[src/rtl/rgb_column_feeder.sv]
// rgb_column_feeder: buffers the two previous RGB rows and emits one 3x1 column per colour
// for every pixel of row 2 onward, and strobes load_weight once at frame start.
module rgb_column_feeder #(
  parameter int DATA_WIDTH = 8,
  parameter int IMG_WIDTH = 64,
  parameter int IMG_HEIGHT = 48,
  localparam int XW = $clog2(IMG_WIDTH),
  localparam int YW = $clog2(IMG_HEIGHT)
) (
  input  logic                    clk,
  input  logic                    rst,
  input  logic                    start,
  input  logic                    pix_valid,
  output logic                    pix_ready,
  input  logic [DATA_WIDTH-1:0]   pix_r,
  input  logic [DATA_WIDTH-1:0]   pix_g,
  input  logic [DATA_WIDTH-1:0]   pix_b,
  output logic                    load_weight,
  output logic [3*DATA_WIDTH-1:0] input_col_r,
  output logic [3*DATA_WIDTH-1:0] input_col_g,
  output logic [3*DATA_WIDTH-1:0] input_col_b,
  output logic                    col_valid,
  output logic [XW-1:0]           col_x,
  output logic [YW-1:0]           col_y,
  output logic                    busy,
  output logic                    frame_done
);
  localparam int DW = DATA_WIDTH;
  localparam int PW = 3 * DATA_WIDTH;
  typedef enum logic [2:0] {IDLE, LOAD, FILL, STREAM, DONE} state_t;
  state_t state, next_state;
  logic [XW-1:0] x;
  logic [YW-1:0] y;
  logic [PW-1:0] lb0 [IMG_WIDTH];
  logic [PW-1:0] lb1 [IMG_WIDTH];
  logic [PW-1:0] pix, old0, old1;
  logic accept, last_x, last_y, emit, ready_d, load_d, done_d;
  assign pix    = {pix_r, pix_g, pix_b};
  assign old0   = lb0[x];
  assign old1   = lb1[x];
  assign accept = pix_valid && pix_ready;
  assign last_x = x == XW'(IMG_WIDTH - 1);
  assign last_y = y == YW'(IMG_HEIGHT - 1);
  assign emit   = accept && state == STREAM;
  assign busy   = state != IDLE;
  always_ff @(posedge clk or posedge rst)
    if (rst) state <= IDLE;
    else state <= next_state;
  always_comb begin
    next_state = state;
    case (state)
      IDLE:    next_state = start ? LOAD : IDLE;
      LOAD:    next_state = FILL;
      FILL:    next_state = (accept && last_x && y == YW'(1)) ? STREAM : FILL;
      STREAM:  next_state = (accept && last_x && last_y) ? DONE : STREAM;
      default: next_state = IDLE;
    endcase
  end
  // Registered outputs are driven from the next state so they line up with the state itself.
  always_comb begin
    ready_d = next_state == FILL || next_state == STREAM;
    load_d  = next_state == LOAD;
    done_d  = next_state == DONE;
  end
  always_ff @(posedge clk or posedge rst)
    if (rst) begin
      x <= '0;
      y <= '0;
    end else if (state == LOAD) begin
      x <= '0;
      y <= '0;
    end else if (accept) begin
      x <= last_x ? '0 : x + XW'(1);
      y <= last_x ? y + YW'(1) : y;
    end
  // Read-before-write: the column uses the old contents, then rows shift down by one.
  always_ff @(posedge clk)
    if (accept) begin
      lb1[x] <= old0;
      lb0[x] <= pix;
    end
  always_ff @(posedge clk or posedge rst)
    if (rst) begin
      pix_ready   <= 1'b0;
      load_weight <= 1'b0;
      frame_done  <= 1'b0;
      col_valid   <= 1'b0;
      col_x       <= '0;
      col_y       <= '0;
      input_col_r <= '0;
      input_col_g <= '0;
      input_col_b <= '0;
    end else begin
      pix_ready   <= ready_d;
      load_weight <= load_d;
      frame_done  <= done_d;
      col_valid   <= emit;
      if (emit) begin
        col_x       <= x;
        col_y       <= y;
        input_col_r <= {pix_r, old0[PW-1 -: DW], old1[PW-1 -: DW]};
        input_col_g <= {pix_g, old0[2*DW-1 -: DW], old1[2*DW-1 -: DW]};
        input_col_b <= {pix_b, old0[DW-1:0], old1[DW-1:0]};
      end
    end
endmodule

[config.mk]
export PLATFORM = sky130hd
export DESIGN_NAME = rgb_column_feeder
export DESIGN_NICKNAME = d
export VERILOG_FILES = /design/src/rtl/rgb_column_feeder.sv
export SDC_FILE = /design/constraint.sdc
export NUM_CORES = 2
export LEC_CHECK = 0
export ABC_AREA = 1
export CORE_ASPECT_RATIO = 1.25
export CORE_MARGIN = 10
export CORE_UTILIZATION = 30
export DETAILED_ROUTE_END_ITERATION = 10
export PLACE_DENSITY = 0.42
export SYNTH_ARGS = -nofsm -noshare
export SYNTH_HDL_FRONTEND = slang
export SYNTH_SLANG_ARGS = --single-unit
[constraint.sdc]
create_clock -name clk -period 12 [get_ports clk]
set_input_delay 1.2 -clock clk [delete_from_list [all_inputs] [get_ports clk]]
set_output_delay 1.2 -clock clk [all_outputs]
set_load 0.02 [all_outputs]
* Word level (Yosys, flattened, before mapping) *
Memory sizes are Yosys's and may differ from the RTL's. A register that Yosys moved wholly into a read port is not among the register bits.
Cells that the tools add are included.

cells by class
  add/sub/neg operators = 2
  multipliers = 0
  divide/modulo/power cells = 0
  order comparisons = 0
  eq/ne operators = 10
  shift operators = 0
  muxes and demuxes = 12
  bitwise gates (word level) = 0
  reduce and logical (&&, ||, !) cells = 11

operators by type and width
  operator             number
  $mux 6               6
  $add 6x1->6 const B  2
  $eq 3x2->1 const B   4
  $eq 6x6->1 const B   2
  $pmux 3 s4           1
  $eq 3x1->1 const B   2
  $eq 6x1->1 const B   1
  $logic_and 1x1->1    5
  $mux 1               4
  $reduce_bool 2->1    2
  $eq 3x3->1 const B   1
  $logic_not 3->1      1
  $mux 3               1
  $reduce_bool 3->1    1
  $reduce_and 2->1     1
  $logic_or 1x1->1     1

storage, ports and cells
  bits in registers = 103
  bits in latches = 0
  RAM bits = 3072
  ROM bits = 0
  input bits = 28
  output and inout port bits = 89
  logic and storage cells = 49
  memories = 2

memory list
  memory  depth  width  read ports  clocked after Yosys merged registers in  write ports  RTL line  RTL
  lb0     64     24     1           0                                        1            34        logic [PW-1:0] lb0 [IMG_WIDTH];
  lb1     64     24     1           1                                        1            35        logic [PW-1:0] lb1 [IMG_WIDTH];

* Depth between registers and ports, before layout *
  depth after elaboration = 7
  gate-level depth with buffers = 15

* Worst setup path before layout *
OpenSTA, ideal clock, no wires.

  path kind = input to register
  start point = input port pix_valid
  end point = memory lb0[40][0] (netlist name), enable pin
  library setup time = 454 ps
  arrival time = 3759 ps
  data required time = 11546 ps
  path slack = 7788 ps
  cell stages on the path = 4
  path buffers = 0
  cells stage by stage = nand2_1 > nor2_1 > nand2_1 > nor2_1

on the way
  cells in the longest elaborated chain, start to end = 3

ends and longest elaborated chain
  item                          RTL line  RTL
  start, declared               13        input logic pix_valid,
  $logic_and 1x1->1             41        assign accept = pix_valid && pix_ready;
  $mux 1                        78        if (accept) begin
  $mux 1 (not written as such)  80        lb0[x] <= pix;
  end, declared                 34

Every way passes these cells.

==> flow_summary.yaml <==
status:
  status: "completed"
yosys:
  ys_ff_latch: 3175
  synth_seq_area_share_pct: 71.0
  synth_nets: 12300
  most_common_cell_in_the_netlist: "nand2_1"
  netlist.area_leader.share_pct: 69.1
  syn_area_mm2: 0.133
  synthArstFlopShare_pct: 3.24
  post_synth_inst_count: 12300
  top_post_synthesis_cells_by_count: "nand2_1 (3321), edfxtp_1 (3072), inv_1 (2140)"
  ys_warn_count: 0
  synth_enable_flop_cells: 3072
  synth_area_leader_cell: "edfxtp_1"
  synth_top_flop_cell: "edfxtp_1"
  post_synth_main_area_contributors: "edfxtp_1 (69%), nand2_1 (9.3%), inv_1 (6.0%)"
  syn_area_per_cell_um2: 10.9
  synthDistinctLibCells: 34
worst_hold_path:
  hp-class: "flop to flop"
routing:
  totalWireLength_um: 456000
  drtPass1Iterations: 5
  final_antenna_net_count: 0
  number_of_remaining_drc_errors: 0
  post_drt_wl_per_cell_um: 24.5
  routed-via-count: 85800
  initialDrtViolationCount: 7306
  via_density_per_instance: 4.61
place:
  place_ws_ps: 6050
  placed_cells: 18000
  place.detailed.hpwl_um: 249000
  port_buffers: 116
  gpl.final_weighted_congestion: 0.772
floorplan:
  die_height_um: 766
  horizontal_die_dimension_um: 617
  initial_utilization_pct: 30.1
  core_area_mm2: 0.443
  floorplan.die_area_mm2: 0.472
  num_rows: 273
  design.portCount: 117
sta:
  setup_slack_ps: 6040
  final.period_utilization_pct: 49.6
  fmaxAchievable_mhz: 168
  max-slew-margin-rel_pct: 14.4
  timing.setup.tns_ps: 0
  number_of_hold_violations_in_the_final_report: 0
  final_max_slew_viol_count: 0
  finalWorstPathRequiredPeriod_ps: 5960
  timing.clock.skew_ps: 62.4
  setup_viol: 0
  grt_setup_unrepaired: "no"
  worstMarginPinSlew_ps: 1280
clock_tree:
  post-cts-setup-buffer-count: 0
  hold_fix_buffers_cts: 0
  clkSlewWorstSetupHoldPaths_ps: 60
  htree_levels: 5
  cts_buffers: 349
  postCtsResizedCells: 0
  cts_root_buffer: "clkbuf_16"
  clk_path_buf_depth: 4
  clock_sink_count: 3175
  clk_latency_ps: 950
  cts_tree: "yes"
pwr:
  vdd_ir_drop_max_mv: 0.256
  power_density_over_the_cells_mw_per_mm2: 245
  power_leakage_nw: 62.3
critical_path:
  critPathLaunchType: "flop"
  worst_ep_arrival_time_ps: 6790
  kind_of_capture_point_of_the_worst_setup_path: "flop"
  kind_of_critical_path: "flop to flop"
  worstPathRequired_ps: 12840
  cp_max_fo: 84
layout:
  area_of_the_multi_input_gates_mm2: 0.0284
  syn2layout_area_growth_pct: 14.5
  regArea_mm2: 0.0948
  fin_cells: 18600
  nNetsFinal: 12400
  drive_gt1_share_pct: 9.33
  n_fill_cell: 44100
grt:
  overflow: 0
  initial_antenna_violation_count: 27
  first_global_vias: 83900
  global_route_wire_length_before_repair_um: 639000
  grt_max_degree: 175
  grt.total_usage_pct: 18.7
job:
  timing.max_cap.violations: 0
state kept, by name, summed over array words and instances, names as in the netlist:
signal       count
input_col_r     24
lb0           1536
input_col_b     24
lb1           1536
col_valid        1
pix_ready        1
y                6
state            3
col_x            6
x                6
frame_done       1
input_col_g     24
col_y            6
load_weight      1
kinds of logic (layout without fill, tap and decap cells):
family                   Yosys count  count (layout)  synth area share, %
AO/OA/AOI/OAI                    726             726                 3.13
other                              0               9                    0
AND/OR/NAND/NOR                 5637            5637                 17.6
flip-flops                      3175            3175                 71.0
adder cells (fa/ha/maj)            3               3               0.0281
buffers and inverters           2716            3156                 8.16
stage by stage:
step / hold slack, ps / instance area, um^2 / utilization [%] / power, mW
after floorplan: 477 / 133000 / - / 22.0
after global placement: 465 / 142000 / 32.0 / 27.3
after detailed placement: 459 / 142000 / 32.0 / 27.4
after CTS: 474 / 153000 / 34.5 / 38.0
after global routing: 496 / 153000 / 34.5 / 39.3
final: 470 / 153000 / 34.5 / 37.5
layout make-up:
type / count / area share (%)
multi-input combinational: 6366 / 18.6
clock buffer: 476 / 6.26
inverter: 2146 / 5.29
clock inverter: 167 / 0.991
antenna: 9 / 0.0147
sequential: 3175 / 62.0
tap: 5912 / 4.84
timing repair buffer: 367 / 2.01
power breakdown:
group	total, mW	switching (mW)	leakage (nW)	internal, mW
Combinational	11.6	9.21	27.8	2.34
Clock	10.6	4.52	5.43	6.11
Sequential	15.3	0.232	29.0	15.1
final timing paths:
| check | slack, ps | startpoint | to | depth (start not counted) |
|---|---|---|---|---|
| max in group asynchronous | 9630 | rst | input_col_g[2] | 4 |
| min in group asynchronous | 700 | rst | input_col_g[16] | 2 |
| min reg2reg | 470 | input_col_b[20] | input_col_b[20] | 2 |
| min | 470 | input_col_b[20] | input_col_b[20] | 2 |
| max | 6040 | x[0] | input_col_g[6] | 13 |
| max reg2reg | 6040 | x[0] | input_col_g[6] | 13 |
layer usage:
layer	global-route usage [%]	wire, um	part of all wire [%]
met3	2.25	20800	4.6
met2	33.4	228000	50
met4	5.30	14600	3.2
met5	0	37	0.0081
met1	23.8	192000	42
layout by cell type (no fill, tap or decap), drive strengths merged:
cell type and n:
a211oi 1, a21oi 4, a22oi 1, a31oi 2, and3 1, buf 275
bufinv 24, clkbuf 476, clkdlybuf4s50 92, clkinv 131, clkinvlp 4, dfrtp 103
diode 9, edfxtp 3072, ha 3, inv 2154, nand2 3321, nand3 1086
nand4 25, nor2 827, nor3 15, nor4 2, o211ai 216, o21ai 501
o22ai 1, or2 360
critical path: stages (launching register included):
cell and delay (ps):
dfrtp_4 1030, buf_4 760, buf_4 860, buf_4 820, buf_4 760, nand2_1 120, nand3_1 110, nand2_1 80
o21ai_1 140, nand2_1 90, nor2_1 450, nand3_1 180, nand2_1 100, inv_1 40
(Power assumes the default switching activity.)
